### src/rtl/div_if.sv
// Request/response bundle between the execute stage and the multi-cycle divider.
// The execute stage is the master. The divider's HI/LO write port is the slave side.
interface div_if;
    logic        i_start;
    logic        i_signed;
    logic [31:0] i_dividend;
    logic [31:0] i_divisor;
    logic        i_cancel;
    logic        o_busy;
    logic        o_we;
    logic [31:0] o_hi;
    logic [31:0] o_lo;

    modport master (
        output i_start, i_signed, i_dividend, i_divisor, i_cancel,
        input  o_busy, o_we, o_hi, o_lo
    );

    modport slave (
        input  i_start, i_signed, i_dividend, i_divisor, i_cancel,
        output o_busy, o_we, o_hi, o_lo
    );
endinterface

### src/rtl/div_unit.sv
// Restoring radix-2 32-bit DIV/DIVU producing one quotient bit per cycle.
// It emits a single HI (remainder) / LO (quotient) write strobe when the result is ready.
module div_unit (
    input  logic  clk,
    input  logic  rst,
    div_if.slave  bus
);
    typedef enum logic [1:0] {S_IDLE, S_DIV, S_DONE} state_t;

    state_t      r_state;
    logic [4:0]  r_cnt;
    logic [31:0] r_rem;
    logic [31:0] r_quo;
    logic [31:0] r_dvs;
    logic        r_neg_q;
    logic        r_neg_r;
    logic        r_busy;
    logic        r_we;
    logic [31:0] r_hi;
    logic [31:0] r_lo;
    logic [31:0] r_prev_hi;
    logic [31:0] r_prev_lo;

    logic [31:0] w_dvd_mag;
    logic [31:0] w_dvs_mag;
    logic [32:0] w_shift;
    logic        w_ge;
    logic [31:0] w_diff;
    logic [31:0] w_rem_nxt;
    logic [31:0] w_quo_nxt;
    logic [31:0] w_hi_fix;
    logic [31:0] w_lo_fix;
    logic        w_kill_done;

    assign w_dvd_mag = (bus.i_signed && bus.i_dividend[31]) ? -bus.i_dividend : bus.i_dividend;
    assign w_dvs_mag = (bus.i_signed && bus.i_divisor[31])  ? -bus.i_divisor  : bus.i_divisor;

    // The shifted partial remainder needs 33 bits. When it is >= divisor, the
    // difference is below 2^32, so a 32-bit subtract is exact.
    assign w_shift   = {r_rem, r_quo[31]};
    assign w_ge      = (w_shift >= {1'b0, r_dvs});
    assign w_diff    = w_shift[31:0] - r_dvs;
    assign w_rem_nxt = w_ge ? w_diff : w_shift[31:0];
    assign w_quo_nxt = {r_quo[30:0], w_ge};
    assign w_hi_fix  = r_neg_r ? -w_rem_nxt : w_rem_nxt;
    assign w_lo_fix  = r_neg_q ? -w_quo_nxt : w_quo_nxt;

    // A flush arriving during DONE must suppress the write it would have made.
    // It also hides the not-yet-committed result.
    assign w_kill_done = (r_state == S_DONE) && bus.i_cancel;
    assign bus.o_busy  = r_busy;
    assign bus.o_we    = r_we & ~bus.i_cancel;
    assign bus.o_hi    = w_kill_done ? r_prev_hi : r_hi;
    assign bus.o_lo    = w_kill_done ? r_prev_lo : r_lo;

    // NOTE: all state uses non-blocking assignments so every register samples pre-edge values.
    always_ff @(posedge clk) begin
        if (rst) begin
            r_state   <= S_IDLE;
            r_cnt     <= '0;
            r_rem     <= '0;
            r_quo     <= '0;
            r_dvs     <= '0;
            r_neg_q   <= 1'b0;
            r_neg_r   <= 1'b0;
            r_busy    <= 1'b0;
            r_we      <= 1'b0;
            r_hi      <= '0;
            r_lo      <= '0;
            r_prev_hi <= '0;
            r_prev_lo <= '0;
        end else begin
            case (r_state)
                S_IDLE: begin
                    r_we <= 1'b0;
                    if (bus.i_start && !bus.i_cancel) begin
                        r_busy  <= 1'b1;
                        r_neg_q <= bus.i_signed & (bus.i_dividend[31] ^ bus.i_divisor[31]);
                        r_neg_r <= bus.i_signed & bus.i_dividend[31];
                        r_quo   <= w_dvd_mag;
                        r_dvs   <= w_dvs_mag;
                        r_rem   <= '0;
                        r_cnt   <= '0;
                        if (bus.i_divisor == 32'd0) begin
                            r_state   <= S_DONE;
                            r_we      <= 1'b1;
                            r_prev_hi <= r_hi;
                            r_prev_lo <= r_lo;
                            r_hi      <= bus.i_dividend;
                            r_lo      <= '1;
                        end else begin
                            r_state <= S_DIV;
                        end
                    end
                end

                S_DIV: begin
                    if (bus.i_cancel) begin
                        r_state <= S_IDLE;
                        r_busy  <= 1'b0;
                    end else begin
                        r_rem <= w_rem_nxt;
                        r_quo <= w_quo_nxt;
                        r_cnt <= r_cnt + 5'd1;
                        if (r_cnt == 5'd31) begin
                            r_state   <= S_DONE;
                            r_we      <= 1'b1;
                            r_prev_hi <= r_hi;
                            r_prev_lo <= r_lo;
                            r_hi      <= w_hi_fix;
                            r_lo      <= w_lo_fix;
                        end
                    end
                end

                S_DONE: begin
                    r_state <= S_IDLE;
                    r_busy  <= 1'b0;
                    r_we    <= 1'b0;
                    if (bus.i_cancel) begin
                        r_hi <= r_prev_hi;
                        r_lo <= r_prev_lo;
                    end
                end

                default: begin
                    r_state <= S_IDLE;
                    r_busy  <= 1'b0;
                    r_we    <= 1'b0;
                end
            endcase
        end
    end
endmodule

### src/flat_wrapper.sv
// flat-port wrapper written by rule: the top's interface ports become plain ports
module div_unit_flat 
  (clk, rst, bus_i_start, bus_i_signed, bus_i_dividend, bus_i_divisor, bus_i_cancel, bus_o_busy, bus_o_we, bus_o_hi, bus_o_lo);
  div_if bus_i ();
  input  logic clk;
  input  logic rst;
  input wire logic [$bits(bus_i.i_start)-1:0] bus_i_start;
  input wire logic [$bits(bus_i.i_signed)-1:0] bus_i_signed;
  input wire logic [$bits(bus_i.i_dividend)-1:0] bus_i_dividend;
  input wire logic [$bits(bus_i.i_divisor)-1:0] bus_i_divisor;
  input wire logic [$bits(bus_i.i_cancel)-1:0] bus_i_cancel;
  output wire logic [$bits(bus_i.o_busy)-1:0] bus_o_busy;
  output wire logic [$bits(bus_i.o_we)-1:0] bus_o_we;
  output wire logic [$bits(bus_i.o_hi)-1:0] bus_o_hi;
  output wire logic [$bits(bus_i.o_lo)-1:0] bus_o_lo;
  assign bus_i.i_start = bus_i_start;
  assign bus_i.i_signed = bus_i_signed;
  assign bus_i.i_dividend = bus_i_dividend;
  assign bus_i.i_divisor = bus_i_divisor;
  assign bus_i.i_cancel = bus_i_cancel;
  assign bus_o_busy = bus_i.o_busy;
  assign bus_o_we = bus_i.o_we;
  assign bus_o_hi = bus_i.o_hi;
  assign bus_o_lo = bus_i.o_lo;
  div_unit u_core (.clk(clk), .rst(rst), .bus(bus_i));
endmodule
### config.mk
export PLATFORM = sky130hd
export DESIGN_NAME = div_unit_flat
export DESIGN_NICKNAME = d
export VERILOG_FILES = /design/src/rtl/div_if.sv /design/src/rtl/div_unit.sv /design/src/flat_wrapper.sv
export SDC_FILE = /design/constraint.sdc
export NUM_CORES = 1
export LEC_CHECK = 0
export ABC_AREA = 1
export BUFFER_PORTS_ARGS = -buffer_cell sky130_fd_sc_hd__buf_2
export CAP_MARGIN = 10
export CORE_MARGIN = 2
export CORE_UTILIZATION = 25
export CTS_CLUSTER_SIZE = 16
export DETAILED_ROUTE_END_ITERATION = 12
export GPL_TIMING_DRIVEN = 1
export PLACE_DENSITY_LB_ADDON = 0.15
export REMOVE_ABC_BUFFERS = 1
export SETUP_SLACK_MARGIN = 0.15
export SYNTH_ARGS = -nofsm -noshare
export SYNTH_HDL_FRONTEND = slang
export SYNTH_SLANG_ARGS = --single-unit
### constraint.sdc
create_clock -name clk -period 6.88 [get_ports clk]
set_clock_uncertainty 0.2 [all_clocks]
set_input_delay 1.376 -clock clk [delete_from_list [all_inputs] [get_ports clk]]
set_output_delay 1.376 -clock clk [all_outputs]
set_load 0.1 [all_outputs]
# After elaboration in Yosys (flattened, before gate mapping)
# Index checks and enable logic that the tools add are counted.
classes:
  add_sub_neg: 6
  n_lt_le_gt_ge: 1
  eq_ne: 10
  n_mux: 51
  bitwise_logic: 5
  n_reduce_logical: 16
ops:
  columns: ["op", "count"]
  rows:
  - ["$mux 32", 29]
  - ["$pmux 32 s2", 4]
  - ["$pmux 32 s3", 2]
  - ["$neg 32->32", 4]
  - ["$ge 33x32->1", 1]
  - ["$logic_not 32->1", 1]
  - ["$sub 32x32->32", 1]
  - ["$mux 5", 2]
  - ["$pmux 5 s2", 1]
  - ["$mux 2", 4]
  - ["$reduce_and 2->1", 4]
  - ["$mux 1", 6]
  - ["$ne 2x1->1 const B", 3]
  - ["$ne 2x2->1 const B", 3]
  - ["$reduce_and 6->1", 1]
  - ["$add 5x1->5 const B", 1]
  - ["$eq 5x5->1 const B", 1]
  - ["$reduce_and 5->1", 1]
  - ["$logic_and 1x1->1", 4]
  - ["$pmux 1 s2", 2]
  - ["$pmux 2 s2", 1]
  - ["$and 1x1->1", 3]
  - ["$ne 3x2->1 const B", 1]
  - ["$reduce_and 3->1", 1]
  - ["8 further kinds", 8]
totals:
  reg_bits: 235
  inputBits: 69
  output_inout_bits: 66
  elab_cells: 102

# Longest topological paths before layout
# Gate-level depths: netlist of the first run.
depth:
  word_depth: 7
  ltp_mapped: 32
  ltp_nobuf: 30

# Least setup slack after synthesis of the first run
# Ideal clock, no wire load.
synth_path:
  path_kind: "input port to output port"
  startpoint: "input port bus_i_cancel"
  endpoint: "output port bus_o_hi[31]"
  arrival_time_ns: 3.943
  t_required_ns: 5.304
  setup_slack_ns: 1.361
  cell_stages: 4
  path_cell_list: "nand2_1 -> clkbuf_1 -> clkbuf_1 -> o21ai_0"
synth_between:
  elab_chain_cells: 2
synth_rtl:
  columns: ["item", "line", "rtl"]
  rows:
  - ["from (decl)", "flat_wrapper.sv:11", "input wire logic [$bits(bus_i.i_cancel)-1:0] bus_i_cancel;"]
  - ["$logic_and 1x1->1", "div_unit.sv:50", "assign w_kill_done = (r_state == S_DONE) && bus.i_cancel;"]
  - ["$mux 32", "div_unit.sv:53", "assign bus.o_hi = w_kill_done ? r_prev_hi : r_hi;"]
  - ["to (decl)", "flat_wrapper.sv:14", "output wire logic [$bits(bus_i.o_hi)-1:0] bus_o_hi;"]
# No other way between the ends.

# Worst setup path after layout of the first run
layout_path:
  startpoint: "register u_core.r_dvs[31]"
  endpoint: "register u_core.r_lo[28]"
layout_between:
  elab_chain_cells: 6
layout_rtl:
  columns: ["item", "line", "rtl"]
  rows:
  - ["from (decl)", "div_unit.sv:14", "logic [31:0] r_dvs;"]
  - ["from (signal assigned)", "div_unit.sv:81", "r_dvs <= w_dvs_mag;"]
  - ["$ge 33x32->1", "div_unit.sv:41", "assign w_ge = (w_shift >= {1'b0, r_dvs});"]
  - ["$neg 32->32", "div_unit.sv:46", "assign w_lo_fix = r_neg_q ? -w_quo_nxt : w_quo_nxt;"]
  - ["$mux 32", "div_unit.sv:46", null]
  - ["$mux 32", "div_unit.sv:105", "if (r_cnt == 5'd31) begin"]
  - ["$mux 32", "div_unit.sv:98", "if (bus.i_cancel) begin"]
  - ["$pmux 32 s3", "div_unit.sv:73", "case (r_state)"]
  - ["to (signal assigned)", "div_unit.sv:111", "r_lo <= w_lo_fix;"]
  - ["to (signal assigned)", "div_unit.sv:122", "r_lo <= r_prev_lo;"]
  - ["to (decl)", "div_unit.sv:20", "logic [31:0] r_lo;"]
# No other way between the ends. The select of a mux whose other input is x is not followed.
# A chain may end at the register's enable or synchronous reset.

==> impl_metrics.json, run 1 <==
{
  "status": "completed",
  "cp-startpoint": "u_core.r_dvs[31]",
  "rsz0062_at_grt": "no",
  "fin_ws_ns": 1.75,
  "async_flop_share": 0,
  "instances_no_fill": 3561,
  "synth.distinct_cells": 56,
  "synth_area_leaders": "dfxtp_1 29%, nand2_1 15%, a21oi_1 8.5%, o21ai_0 8.2%, inv_1 7.7%",
  "ctsHoldBuffers": 0,
  "synth_top_area_frac": 0.289,
  "final_common_cell": "nand2_1",
  "htree_levels": 1,
  "synth_area_per_cell_um2": 6.21,
  "synth-edff-count": 0,
  "end_kind": "flip-flop",
  "gp_congestion": 0.871,
  "crit_path_end": "u_core.r_lo[28]",
  "final_cell_mix": "634 x nand2_1, 332 x inv_1, 275 x a21oi_1",
  "dr_wl_met2_mm": 28.1,
  "dieArea_um2": 67100,
  "hp-class": "flip-flop to flip-flop",
  "cts_setup_buffers": 0,
  "r2r_cells": 21,
  "wl_met1_mm": 29.6,
  "fin_crit_sh": 0.746,
  "place_inst": 3501,
  "rr_startpoint": "u_core.r_dvs[31]",
  "drive_above_1_share": 0.115,
  "cts_buffer_depth": 3,
  "highest_layer": "met4",
  "yosysTopAreaCell": "dfxtp_1",
  "r2r_setup_slack_ns": 1.75,
  "power.density_nw_per_um2": 533,
  "cts-resized-gates": 0,
  "worst_pin_slew_ns": 0.970,
  "die_h_um": 259,
  "worst_ep_required_time_ns": 7.18,
  "hold_viol": 0,
  "syn2layout_area_growth_pct": 14.5,
  "cp-start-kind": "flip-flop",
  "relSlewSlack": 0.353,
  "leakagePower_uw": 0.00830,
  "syn-cell-area_um2": 16300,
  "cts_root_buf": "clkbuf_16",
  "hpwl_mm": 45.3,
  "cts_buffers": 31,
  "final.min_clock_period_ns": 5.13,
  "wl_per_cell_um": 17.3,
  "die_w_um": 259,
  "ir_worst_vdd_mv": 0.276,
  "clk_latency_ns": 0.61,
  "route.detailed.drc": 0,
  "maxCapViolCount": 0,
  "clock.fmax_mhz": 195,
  "grt_usage": 0.182,
  "grt-ovfl-total": 0,
  "antenna_found_initial": 3,
  "final-max-slew-violation-count": 0,
  "port_buffers": 134,
  "clkTransAtPathRegs_ns": 0.06,
  "critPathMaxFanout": 22,
  "drt_iter0_drc": 1216,
  "rr_endpoint": "u_core.r_lo[28]",
  "routed_wl_mm": 61.6,
  "finalSetupViolations": 0,
  "io_pins": 135,
  "grt_pass1_vias": 16523,
  "critPathArrivalTime_ns": 5.43,
  "synth_seq_cells": 235,
  "post-place-ws_ns": 1.50,
  "fillCellCount": 7151,
  "rows": 93,
  "drt-pass1-iter-count": 7,
  "grt_max_degree": 82,
  "min_delay_path_depth": 2,
  "wl_met3_mm": 2.54,
  "core_um2": 64300,
  "via_per_inst": 4.83,
  "grt_pass1_wl_mm": 96.4,
  "start_util": 0.253,
  "cts_tree": "done",
  "yosys_warnings": 0,
  "synth_ff_type": "dfxtp_1",
  "via_count": 17195,
  "nNetsFinal": 2790,
  "crit_type": "flip-flop to flip-flop",
  "drtAntennaViolNets": 0,
  "yosysSeqAreaShare": 0.289,
  "clock-sinks": 235,
  "synthCells": 2618
}
[per-stage QoR]
step	instance area (um2)	hold slack (ns)	utilization	power, uW	setup TNS, ns
global route	18600	0.280	0.289	10700	0
floorplan	15600	0.235	-	6540	-89.56
global placement	17600	0.251	0.274	8250	0
detailed placement	17600	0.255	0.274	8280	0
finish	18600	0.265	0.289	9930	0
CTS	18600	0.266	0.289	9970	0
[per-layer routing]
metal | up-vias | GRT usage
met1 | 8039 | 0.252
met3 | 74 | 0.0182
met2 | 355 | 0.301
met4 | 0 | 0.0478
li1 | 8727 | -
met5 | - | 0
[state kept, by name, indices dropped and copies added, names as in the netlist]
signal	flops
u_core.r_rem	32
u_core.r_neg_r	1
u_core.r_quo	32
u_core.r_cnt	5
u_core.r_prev_hi	32
u_core.r_lo	32
u_core.r_prev_lo	32
u_core.r_neg_q	1
u_core.r_we	1
u_core.r_hi	32
u_core.r_dvs	32
u_core.bus.o_busy	1
u_core.r_state	2
[critical path, stage by stage, from the launching register on]
cell and delay [ns]:
dfxtp_1 0.32, inv_1 0.05, ha_1 0.33, nand2_1 0.21, nor3_1 0.10, a21oi_1 0.27, nand2_1 0.14, nor2_4 0.52
nand2_4 0.09, clkinv_2 0.12, ha_1 0.19, nand3_1 0.15, nor3_1 0.27, nand3_1 0.18, nor3_1 0.48, nand4_1 0.27
o21ai_0 0.39, o21ai_0 0.20, o21ai_0 0.18, o21ai_0 0.10, o221ai_1 0.17, inv_1 0.07
[power by group]
group          total (uW)  internal, uW  switching, uW  leakage, uW
Clock                1630           949            684     0.000516
Combinational        6250          1510           4740      0.00587
Sequential           2040          1780            266      0.00191
Total                9930          4240           5690      0.00830
[Yosys cell counts, drive strengths merged, types with 20 or more instances]
master,n
xor2,45
nand2,665
a31oi,36
nand4,23
clkbuf,101
a21oi,279
o21ai,294
dfxtp,235
inv,343
ha,41
nor2,196
buf,27
xnor2,20
nor3,43
nand3,148
[how the worst min path moves through the flow]
stage / startpoint / endpoint
after floorplan: u_core.r_cnt[2] / u_core.r_cnt[2]
after global placement: u_core.r_prev_lo[18] / u_core.r_prev_lo[18]
after detailed placement: u_core.r_cnt[2] / u_core.r_cnt[2]
after CTS: u_core.r_cnt[2] / u_core.r_cnt[2]
after global routing: u_core.r_dvs[31] / u_core.r_dvs[31]
final: u_core.r_prev_hi[27] / u_core.r_prev_hi[27]
[cells by family (layout without fill, tap and decap cells)]
| group | Yosys count | count (layout) | share of synthesized area |
|---|---|---|---|
| compound gates | 679 | 679 | 0.227 |
| xor+xnor | 65 | 65 | 0.0350 |
| fa+ha+maj | 42 | 42 | 0.0328 |
| buf+inv | 480 | 566 | 0.119 |
| flops | 235 | 235 | 0.289 |
| other cells | 0 | 2 | 0 |
| simple gates | 1117 | 1117 | 0.298 |
[area by class of cell]
type                    count  area (um2)  share of cell area
diodes                      2        5.00            0.000269
clock buffers              44         905              0.0486
clock inverters            14         110             0.00591
inverters                 349        1310              0.0705
multi-input cells        1903        9660               0.519
flip-flops and latches    235        4700               0.253
well taps                 855        1070              0.0574
repair buffers            159         861              0.0462
(Power assumes the default switching activity.)
==> inputs of run 2 (changes only) <==
==> constraint.sdc (replaced) <==
create_clock -name clk -period 4.6 [get_ports clk]
set_clock_uncertainty 0.2 [all_clocks]
set_input_delay 0.92 -clock clk [delete_from_list [all_inputs] [get_ports clk]]
set_output_delay 0.92 -clock clk [all_outputs]
set_load 0.1 [all_outputs]
==> impl_metrics.json, run 2 (synthesis results as in run 1) <==
{
  "status": "completed",
  "grt_max_degree": 82,
  "comb_power_share": 0.636,
  "syn2layout_area_growth_pct": 16.1,
  "drtAntennaViolNets": 0,
  "io_pins": 135,
  "grt-ovfl-total": 0,
  "port_buffers": 134,
  "critPathMaxFanout": 5,
  "wl_per_cell_um": 17.4,
  "switchingPower_uw": 8450,
  "worst_ep_required_time_ns": 4.90,
  "drt_iter0_drc": 1182,
  "cp-start-kind": "flip-flop",
  "pwr-share-clk": 0.157,
  "cts_tree": "done",
  "place_inst": 3522,
  "final-max-slew-violation-count": 0,
  "drive_above_1_share": 0.129,
  "crit_slowest_cell": "dfxtp_1",
  "htree_levels": 1,
  "clock-sinks": 235,
  "finalSetupViolations": 0,
  "fin_crit_sh": 0.902,
  "path_buf_inv": 4,
  "cts_setup_buffers": 0,
  "fillCellCount": 7213,
  "clkTransAtPathRegs_ns": 0.06,
  "total_power_uw": 14900,
  "relSlewSlack": 0.314,
  "cp_common_cell": "nand2_1",
  "die_w_um": 259,
  "instances_no_fill": 3575,
  "fin_ws_ns": 0.451,
  "final_common_cell": "nand2_1",
  "nNetsFinal": 2810,
  "final_cell_mix": "631 x nand2_1, 332 x inv_1, 271 x a21oi_1",
  "grt_pass1_vias": 16361,
  "cts_buffer_depth": 3,
  "hp-class": "flip-flop to flip-flop",
  "final.min_clock_period_ns": 4.15,
  "route.detailed.drc": 0,
  "via_count": 17160,
  "path_delay_family": "simple AND/OR/NAND/NOR gates",
  "core_um2": 64300,
  "die_h_um": 259,
  "routed_wl_mm": 62.3,
  "grt_pass1_wl_mm": 96.0,
  "maxCapViolCount": 0,
  "clock.fmax_mhz": 241,
  "ir_worst_vdd_mv": 0.401,
  "grt_usage": 0.182,
  "cts_buffers": 30,
  "crit_type": "flip-flop to flip-flop",
  "clk_latency_ns": 0.61,
  "power.share.switching": 0.569,
  "rows": 93,
  "critPathArrivalTime_ns": 4.45,
  "rsz0062_at_grt": "yes",
  "drt-pass1-iter-count": 6,
  "power.density_nw_per_um2": 787,
  "hpwl_mm": 46.0,
  "intPower_uw": 6410,
  "end_kind": "flip-flop",
  "pwr-share-seq": 0.207,
  "cts_root_buf": "clkbuf_16",
  "dieArea_um2": 67100,
  "antenna_found_initial": 7,
  "cp_slowest_stage_delay_ns": 0.47,
  "post-place-ws_ns": 0.123,
  "ctsHoldBuffers": 0,
  "via_per_inst": 4.80,
  "worst_pin_slew_ns": 1.03,
  "hold_viol": 0,
  "gp_congestion": 0.927,
  "cts-resized-gates": 0,
  "start_util": 0.253,
  "leakagePower_uw": 0.00839
}
## run 2: changes by cell type in the layout (fill, tap and decap cells not counted), sizes merged
| cell | before | now |
|---|---|---|
| buf | 159 | 180 |
| clkbuf | 44 | 41 |
| clkinv | 18 | 13 |
| diode | 2 | 4 |
| inv | 344 | 343 |
## run 2: per-stage QoR
| step | area, um2 | hold WS [ns] | utilization | setup TNS [ns] |
|---|---|---|---|---|
| 2_1_floorplan | 15600 | 0.235 | - | -488.61 |
| 3_3_place_gp | 17800 | 0.251 | 0.277 | 0 |
| 3_5_place_dp | 17800 | 0.256 | 0.277 | 0 |
| 4_1_cts | 18800 | 0.266 | 0.291 | 0 |
| 5_1_grt | 18900 | 0.286 | 0.293 | 0 |
| 6_report | 18900 | 0.263 | 0.293 | 0 |
## run 2: worst register-to-register path: cells and delay by family (launching register included)
family | cells | cell delay (ns)
and+or+nand+nor | 18 | 2.08
AOI/OAI and AO/OA | 4 | 0.55
DFF | 1 | 0.47
adders and majority gates | 2 | 0.45
buffers and inverters | 4 | 0.32
## run 2: routing by layer
layer	GRT usage	share of wire	vias up	routed length, um
li1	-	-	8735	-
met1	0.248	0.48	7948	29600
met2	0.301	0.45	393	28200
met3	0.0223	0.048	80	2970
met4	0.0488	0.024	4	1520
met5	0	0.00034	-	21
## run 2: power by group through the flow
stage / sequential (uW) / combinational [uW] / clock, uW
floorplan: 3000 / 6790 / 0
global placement: 3090 / 9360 / 0
detailed placement: 3100 / 9380 / 0
CTS: 3070 / 9420 / 2410
global route: 3150 / 10400 / 2480
finish: 3080 / 9450 / 2330
## run 2: final cells by class
type,instances,area (um2),share of cell area
Tap cell,855,1070,0.0567
Clock inverter,8,90.1,0.00477
Sequential cell,235,4710,0.249
Multi-Input combinational cell,1903,9760,0.517
Timing Repair Buffer,180,1060,0.0562
Clock buffer,41,862,0.0457
Antenna cell,4,10.0,0.000530
Inverter,349,1310,0.0696
## run 2: final timing paths
kind / from / to / slack (ns) / cells after the start
hold / removal: u_core.r_cnt[2] / u_core.r_cnt[2] / 0.26 / 1
setup / recovery: u_core.r_rem[26] / u_core.r_lo[30] / 0.45 / 28
hold reg to reg: u_core.r_cnt[2] / u_core.r_cnt[2] / 0.26 / 1
setup reg to reg: u_core.r_rem[26] / u_core.r_lo[30] / 0.45 / 28
